===== config.mk =====
export PLATFORM = sky130hd
export DESIGN_NAME = program_loader_flat
export DESIGN_NICKNAME = d
export VERILOG_FILES = /design/src/rtl/program_loader_pkg.sv /design/src/rtl/program_loader_if.sv /design/src/rtl/program_loader_word_assembler.sv /design/src/rtl/program_loader.sv /design/src/flat_wrapper.sv
export SDC_FILE = /design/constraint.sdc
export NUM_CORES = 1
export LEC_CHECK = 0
export BUFFER_PORTS_ARGS = -buffer_cell sky130_fd_sc_hd__clkbuf_2
export CORE_ASPECT_RATIO = 1.1
export CORE_UTILIZATION = 49
export CTS_BUF_LIST = sky130_fd_sc_hd__clkbuf_16
export DETAILED_ROUTE_END_ITERATION = 10
export PLACE_DENSITY = 0.82
export SKIP_CTS_REPAIR_TIMING = 1
export SLEW_MARGIN = 5
export SYNTH_ARGS = -nofsm -noshare
export SYNTH_HDL_FRONTEND = slang
export SYNTH_SLANG_ARGS = --single-unit

===== constraint.sdc =====
create_clock -name clock -period 4.44 [get_ports clock]
set_input_delay 0.888 -clock clock [delete_from_list [all_inputs] [get_ports clock]]
set_output_delay 0.888 -clock clock [all_outputs]
set_load 0.1 [all_outputs]

===== src/rtl/program_loader_pkg.sv =====
// rtl/program_loader_pkg.sv - shared types and constants for the program loader
package program_loader_pkg;

    // Architectural register / bus word
    typedef logic [31:0] arch_reg;

    typedef enum logic [2:0] {
        S_IDLE,
        S_LEN,
        S_DATA,
        S_DONE,
        S_ERR
    } loader_state_t;

    // Header is one little-endian 32-bit word count
    localparam int LOADER_HDR_BYTES = 4;

endpackage


===== src/rtl/program_loader_if.sv =====
// rtl/program_loader_if.sv - byte stream in, imem/dmem setup port out
//   byte_valid/byte_data/byte_ready : upstream byte stream, transfer on valid && ready
//   setup_write/address/data_in     : 1-cycle write strobe with held address and data
//   master = stream source / setup sink, slave = program_loader
interface program_loader_if;
    import program_loader_pkg::*;

    logic       byte_valid;
    logic [7:0] byte_data;
    logic       byte_ready;
    logic       setup_write;
    arch_reg    setup_address;
    arch_reg    setup_data_in;

    modport master (
        output byte_valid, byte_data,
        input  byte_ready, setup_write, setup_address, setup_data_in
    );

    modport slave (
        input  byte_valid, byte_data,
        output byte_ready, setup_write, setup_address, setup_data_in
    );

endinterface


===== src/rtl/program_loader_word_assembler.sv =====
// rtl/program_loader_word_assembler.sv - packs accepted bytes into little-endian 32-bit words
//   clock, reset   : clock, async active-low reset
//   clear          : drop any partial word (new load)
//   byte_en        : a byte is transferred this cycle
//   byte_data      : the transferred byte
//   word           : assembled word, valid only while word_valid is high
//   word_valid     : high in the cycle the fourth byte of a word is transferred
module program_loader_word_assembler
    import program_loader_pkg::*;
(
    input  logic       clock,
    input  logic       reset,
    input  logic       clear,
    input  logic       byte_en,
    input  logic [7:0] byte_data,
    output arch_reg    word,
    output logic       word_valid
);

    localparam logic [1:0] LAST_IDX = 2'(LOADER_HDR_BYTES - 1);

    logic [1:0]  byte_idx;
    // Only the first three bytes need storage; the fourth is taken straight
    // from the input so the word is available in the cycle it completes.
    logic [23:0] partial;

    assign word       = {byte_data, partial};
    assign word_valid = byte_en && (byte_idx == LAST_IDX);

    always_ff @(posedge clock or negedge reset) begin
        if (!reset) begin
            byte_idx <= '0;
            partial  <= '0;
        end else if (clear) begin
            byte_idx <= '0;
            partial  <= '0;
        end else if (byte_en) begin
            byte_idx <= byte_idx + 2'd1;
            partial  <= {byte_data, partial[23:8]};
        end
    end

endmodule


===== src/rtl/program_loader.sv =====
// rtl/program_loader.sv - loads a length-prefixed byte image into the setup port, then releases the core
//   clock, reset   : clock, async active-low reset
//   start          : 1-cycle pulse, begins a load from S_IDLE/S_DONE/S_ERR
//   bus            : byte stream in, setup write port out (program_loader_if.slave)
//   core_run       : high in S_DONE only
//   busy           : high in S_LEN and S_DATA
//   error          : high in S_ERR (header count of zero or above MAX_WORDS)
//   words_loaded   : words written during the current load
module program_loader
    import program_loader_pkg::*;
#(
    parameter arch_reg BASE_ADDR = 32'h0000_0000,
    parameter int      MAX_WORDS = 1024
) (
    input  logic                           clock,
    input  logic                           reset,
    input  logic                           start,
    program_loader_if.slave                bus,
    output logic                           core_run,
    output logic                           busy,
    output logic                           error,
    output logic [$clog2(MAX_WORDS+1)-1:0] words_loaded
);

    localparam int W = $clog2(MAX_WORDS + 1);

    loader_state_t state;
    logic [W-1:0]  n_words;
    logic          accept;
    logic          start_ok;
    logic          hdr_bad;
    logic          word_valid;
    arch_reg       word;

    assign start_ok = start && (state == S_IDLE || state == S_DONE || state == S_ERR);
    assign accept   = bus.byte_valid && bus.byte_ready;
    assign hdr_bad  = (word == '0) || (word > arch_reg'(MAX_WORDS));

    // words_loaded advances at the same edge that raises the strobe, so once
    // the last word has been captured it equals n_words and further bytes are
    // refused while the final strobe is on the bus.
    assign bus.byte_ready = (state == S_LEN) ||
                            (state == S_DATA && words_loaded != n_words);

    assign core_run = (state == S_DONE);
    assign busy     = (state == S_LEN) || (state == S_DATA);
    assign error    = (state == S_ERR);

    program_loader_word_assembler u_asm (
        .clock      (clock),
        .reset      (reset),
        .clear      (start_ok),
        .byte_en    (accept),
        .byte_data  (bus.byte_data),
        .word       (word),
        .word_valid (word_valid)
    );

    always_ff @(posedge clock or negedge reset) begin
        if (!reset) begin
            state             <= S_IDLE;
            n_words           <= '0;
            words_loaded      <= '0;
            bus.setup_write   <= 1'b0;
            bus.setup_address <= '0;
            bus.setup_data_in <= '0;
        end else begin
            bus.setup_write <= 1'b0;
            case (state)
                S_LEN: begin
                    if (word_valid) begin
                        if (hdr_bad) begin
                            state <= S_ERR;
                        end else begin
                            state   <= S_DATA;
                            n_words <= word[W-1:0];
                        end
                    end
                end
                S_DATA: begin
                    // Staging register: the completed word goes out on the
                    // next cycle while the next word's bytes keep arriving.
                    if (word_valid) begin
                        bus.setup_write   <= 1'b1;
                        bus.setup_address <= BASE_ADDR + (arch_reg'(words_loaded) << 2);
                        bus.setup_data_in <= word;
                        words_loaded      <= words_loaded + W'(1);
                    end
                    if (bus.setup_write && words_loaded == n_words) begin
                        state <= S_DONE;
                    end
                end
                default: begin
                    if (start_ok) begin
                        state        <= S_LEN;
                        words_loaded <= '0;
                    end
                end
            endcase
        end
    end

endmodule

===== src/flat_wrapper.sv =====
// flat-port wrapper written by rule: the top's interface ports become plain ports
module program_loader_flat import program_loader_pkg::*;
#(
    parameter arch_reg BASE_ADDR = 32'h0000_0000,
    parameter int      MAX_WORDS = 1024
)
  (clock, reset, start, core_run, busy, error, words_loaded, bus_byte_valid, bus_byte_data, bus_byte_ready, bus_setup_write, bus_setup_address, bus_setup_data_in);
  program_loader_if bus_i ();
  input  logic clock;
  input  logic reset;
  input  logic start;
  output logic core_run;
  output logic busy;
  output logic error;
  output logic [$clog2(MAX_WORDS+1)-1:0] words_loaded;
  input wire logic [$bits(bus_i.byte_valid)-1:0] bus_byte_valid;
  input wire logic [$bits(bus_i.byte_data)-1:0] bus_byte_data;
  output wire logic [$bits(bus_i.byte_ready)-1:0] bus_byte_ready;
  output wire logic [$bits(bus_i.setup_write)-1:0] bus_setup_write;
  output wire logic [$bits(bus_i.setup_address)-1:0] bus_setup_address;
  output wire logic [$bits(bus_i.setup_data_in)-1:0] bus_setup_data_in;
  assign bus_i.byte_valid = bus_byte_valid;
  assign bus_i.byte_data = bus_byte_data;
  assign bus_byte_ready = bus_i.byte_ready;
  assign bus_setup_write = bus_i.setup_write;
  assign bus_setup_address = bus_i.setup_address;
  assign bus_setup_data_in = bus_i.setup_data_in;
  program_loader #(.BASE_ADDR(BASE_ADDR), .MAX_WORDS(MAX_WORDS)) u_core (.clock(clock), .reset(reset), .start(start), .bus(bus_i), .core_run(core_run), .busy(busy), .error(error), .words_loaded(words_loaded));
endmodule

# ---- Word level (Yosys, flattened, before mapping)
# Index checks and enable logic that the tools add are counted.
dict set report totals {
  inputBits 12
  ff_bits 95
  out_inout_bits 80
}
dict set report op_classes {
  n_mux 14
  magnitude_cmp 1
  bitwise 2
  reduce_logical 19
  addsub 2
  n_eq_ne 10
}
# operator count
set op_table {}
lappend op_table {{$mux W24} 2}
lappend op_table {{$gt A32 B11 Y1 const B} 1}
lappend op_table {{$logic_not A32 Y1} 1}
lappend op_table {{$mux W11} 2}
lappend op_table {{$pmux W11 S2} 1}
lappend op_table {{$mux W3} 4}
lappend op_table {{$add A11 B1 Y11 const B} 1}
lappend op_table {{$eq A11 B11 Y1} 1}
lappend op_table {{$ne A11 B11 Y1} 1}
lappend op_table {{$reduce_and A3 Y1} 3}
lappend op_table {{$eq A3 B2 Y1 const B} 2}
lappend op_table {{$ne A2 B2 Y1 const B} 3}
lappend op_table {{$pmux W3 S2} 1}
lappend op_table {{$logic_and A1 B1 Y1} 5}
lappend op_table {{$logic_or A1 B1 Y1} 5}
lappend op_table {{$mux W2} 2}
lappend op_table {{$reduce_bool A2 Y1} 2}
lappend op_table {{$eq A3 B1 Y1 const B} 1}
lappend op_table {{$eq A3 B3 Y1 const B} 1}
lappend op_table {{$logic_not A3 Y1} 1}
lappend op_table {{$reduce_bool A3 Y1} 1}
lappend op_table {{$add A2 B1 Y2 const B} 1}
lappend op_table {{$eq A2 B2 Y1 const B} 1}
lappend op_table {{$mux W1} 2}
lappend op_table {{2 further kinds} 3}

# ---- Longest topological paths before layout
dict set report depth {
  depth_word 7
  mapped_depth 10
}

# ---- Cells and area by module
# A second synthesis with hierarchy kept.
dict set report hier_totals {
  cells_unflattened 346
  hier_area_um2 4364.2
}
# mod area_per_inst_um2 instances cells_each seq_area_each_um2
set by_module_without_submodules {}
lappend by_module_without_submodules {program_loader 3210.6 1 252 1726.7}
lappend by_module_without_submodules {program_loader_word_assembler 1153.6 1 94 650.6}

# ---- Least setup slack after synthesis
# No wires, ideal clock.
dict set report synth_timing {
  kind {register -> output}
  startpoint {register u_core.words_loaded[6]}
  endpoint {output bus_byte_ready}
  arrival_time_ns 3.766
  path_stages_with_launch 6
  path_buffers 1
  path_slack_ns -0.214
  path_cell_list {dfrtp_1 -> buf_2 -> xor2_1 -> nor4_2 -> and4_1 -> o21ai_0}
}
dict set report synth_via {
  elab_chain_cells 3
}
# element line_no
set synth_rtl {}
lappend synth_rtl {{start, declared} program_loader.sv:22} ;# output logic [$clog2(MAX_WORDS+1)-1:0] words_loaded
lappend synth_rtl {{start signal, assigned} program_loader.sv:87} ;# words_loaded <= words_loaded + W'(1);
lappend synth_rtl {{$ne A11 B11 Y1} program_loader.sv:43} ;# (state == S_DATA && words_loaded != n_words);
lappend synth_rtl {{$logic_and A1 B1 Y1} program_loader.sv:43}
lappend synth_rtl {{$logic_or A1 B1 Y1} program_loader.sv:42} ;# assign bus.byte_ready = (state == S_LEN) ||
lappend synth_rtl {{end, declared} flat_wrapper.sv:18} ;# output wire logic [$bits(bus_i.byte_ready)-1:0] bus_byte_ready;
# Every way passes these cells.

# ---- Worst setup path after layout
# Same ends and word-level chain as after synthesis.

==> flow_summary.toml <==
[critical_path]
cp-start-kind = "flop"
timing.rr.start = "u_core.words_loaded[6]$_DFFE_PN0P_"
arrival_ps = 2170
r2r_slack_ps = 1890
critPathMaxFanout = 8
criticalPathCategory = "reg2out"
rr_worst_depth = 7
end_kind = "output pin"
slowest_delay_ps = 470
critPathSlowestCell = "dfrtp_1"
rr_endpoint = "u_core.words_loaded[8]$_DFFE_PN0P_"
worst_ep_required_time_ps = 3550
crit_chain = "xor2_1 > nor4_2 > and4_1 > o21ai_1 > clkbuf_2"

[cts]
clkLatencyLatePin_ps = 330
cts_tree = "built"
cts_buffers = 9
cts_buffer_depth = 2
h-tree-depth = 3
clkTransAtPathRegs_ps = 60
cts.sinks = 95
cts-root-buf = "clkbuf_16"

[power_and_ir_drop]
irDropWorstVdd_v = 0.000259
power.total_mw = 2.35
p_leak_nw = 2.71
cellPowerDensity_nw_per_um2 = 478

[global_route]
grt_pass1_vias = 3157
antenna_found_initial = 0
gr-total-overflow = 0
grt_max_degree = 67
gr-usage-all-layers_pct = 21.9
grt_pass1_wl_um = 15900

[sta]
slew_headroom_pct = 32.6
worst_pin_slew_ps = 1010
setup_ws_ps = 1380
layout_min_cycle_time_ps = 3060
finClkSkew_ps = 6.88
setup_viol = 0
hold_viol = 0
rsz0062_at_grt = "false"
fmax_ghz = 0.327
min_period_over_period_pct = 68.8
setup_tns_ps = 0
maxSlewViolCount = 0

[worst_hold_path]
hold_depth = 2
hp-class = "reg2reg"
hold_path.startpoint = "u_core.bus.setup_data_in[21]$_DFFE_PN0P_"
min_to = "u_core.bus.setup_data_in[21]$_DFFE_PN0P_"

[synth]
ys_warn_count = 0
yosys_most_used_dff = "dfrtp_1"
synth-edff-count = 0
ys_ff_latch = 95
ys_async_sr_fraction_pct = 100
syn_area_per_cell_um2 = 9.29
synth_seq_area_share_pct = 54.7
synthCells = 468
syn_area_um2 = 4350
synth.distinct_cells = 40

[placed_design]
io_buffer_count = 70
dpl.hpwl_um = 6180
gp_congestion = 0.816
post-place-ws_ps = 1780

[floorplan]
placementRows = 35
die_h_um = 101
initial_core_util_pct = 51.1
die-width_um = 91.8
core-area_um2 = 8500
io_pins = 92
die_area_um2 = 9250

[finish]
final_common_cell = "nand2_1"
area_delta_synth_final_pct = 12.8
nNetsFinal = 538
drive_above_1_share_pct = 20.4
final_cell_mix = "nand2_1 (194), dfrtp_1 (95), clkbuf_2 (69)"
antennaDiodeCount = 0
multiInputGateArea_um2 = 1700
fillers = 738
ff_latch_area_um2 = 2380

[run]
cap_viol_max_count = 0

[route]
firstDrtPassIters = 5
drc = 0
vias = 3321
ant_nets = 0
vias_per_cell = 5.19
wirelength_um = 9320
drt-initial-drc-count = 143
wl_per_cell_um = 14.6

[status]
status = "finished clean"
-- synthesized netlist by cell type, types with 2 or more instances --
master	number	area, µm²
inv_1	2	7.51
xor2_1	11	96.3
dfrtp_1	95	2380
nand2_1	194	728
mux2_4	7	105
buf_6	6	67.6
nand3_1	22	110
buf_4	24	180
a22o_1	2	17.5
clkbuf_1	8	30.0
and3_1	2	12.5
nor3b_1	2	15.0
nand4_1	2	12.5
ha_1	2	25.0
mux2i_1	2	20.0
nor3_1	2	10.0
or3b_1	2	17.5
buf_2	11	55.1
nor4_2	2	25.0
o21ai_0	30	150
o311ai_1	2	17.5
or3_1	4	25.0
nor2_1	8	30.0
o31ai_1	2	15.0
nor4_1	6	37.5
mux2_2	4	45.0
-- kinds of logic after synthesis --
family	count (synthesis)	synth area share (%)
and+or+nand+nor	250	24.3
DFF	95	54.7
buffers and inverters	52	7.92
AOI/OAI and AO/OA	43	6.08
muxes	13	3.92
xor gates and xnor gates	12	2.42
adders and majority gates	2	0.576
other	1	0.0863
-- worst max-delay path: cells and delay by family, from the launching register on --
kind | cells | cell delay, ps
XOR/XNOR | 1 | 200
flip-flops | 1 | 470
buffers and inverters | 1 | 390
AND/OR/NAND/NOR | 2 | 670
AO/OA/AOI/OAI | 1 | 100
-- routing by layer --
| layer | up-vias | global-route usage [%] | part of all wire (%) |
|---|---|---|---|
| met2 | 104 | 35.8 | 48 |
| met4 | 0 | 7.45 | 1.5 |
| li1 | 1594 | - | - |
| met5 | - | 0 | 0 |
| met3 | 14 | 3.92 | 4.7 |
| met1 | 1609 | 29.7 | 45 |
-- worst max path at each step --
stage	start	end	slack, ps	cells after the start
after global placement	bus_byte_data[1]	u_core.n_words[8]$_DFFE_PN0P_	1850	6
final	u_core.words_loaded[6]$_DFFE_PN0P_	bus_byte_ready	1380	5
after CTS	u_core.words_loaded[8]$_DFFE_PN0P_	bus_byte_ready	1390	5
after floorplan	u_core.words_loaded[6]$_DFFE_PN0P_	bus_byte_ready	540	5
after global routing	u_core.words_loaded[6]$_DFFE_PN0P_	bus_byte_ready	1320	5
after detailed placement	bus_byte_data[1]	u_core.n_words[1]$_DFFE_PN0P_	1780	6
-- power breakdown --
| group | internal [mW] | switching (mW) | total [mW] |
|---|---|---|---|
| registers | 0.967 | 0.129 | 1.10 |
| clock network | 0.433 | 0.317 | 0.750 |
| logic | 0.120 | 0.380 | 0.500 |
| total | 1.52 | 0.826 | 2.35 |
-- final cells by class --
| class | instances | area share [%] |
|---|---|---|
| clock buffers | 9 | 4.59 |
| clock inverters | 7 | 1.33 |
| inverters | 3 | 0.230 |
| multi-input cells | 341 | 34.7 |
| flip-flops and latches | 95 | 48.5 |
| well taps | 111 | 2.83 |
| repair buffers | 74 | 7.81 |
-- per-stage QoR --
step | utilization [%] | instance area, µm² | std cells | hold slack (ps)
after global placement | 54.3 | 4610 | 624 | 457
after global routing | 57.7 | 4900 | 640 | 495
after detailed placement | 54.3 | 4610 | 624 | 462
after floorplan | - | 4420 | 488 | 455
after CTS | 57.7 | 4900 | 640 | 478
final | 57.7 | 4900 | 640 | 474
-- state kept, by name, summed over array words and instances, names as in the netlist --
register and cells:
u_core.bus.setup_address 11, u_core.bus.setup_data_in 32, u_core.bus.setup_write 1, u_core.n_words 11
u_core.state 3, u_core.u_asm.byte_idx 2, u_core.u_asm.partial 24, u_core.words_loaded 11
(Power assumes the default switching activity.)
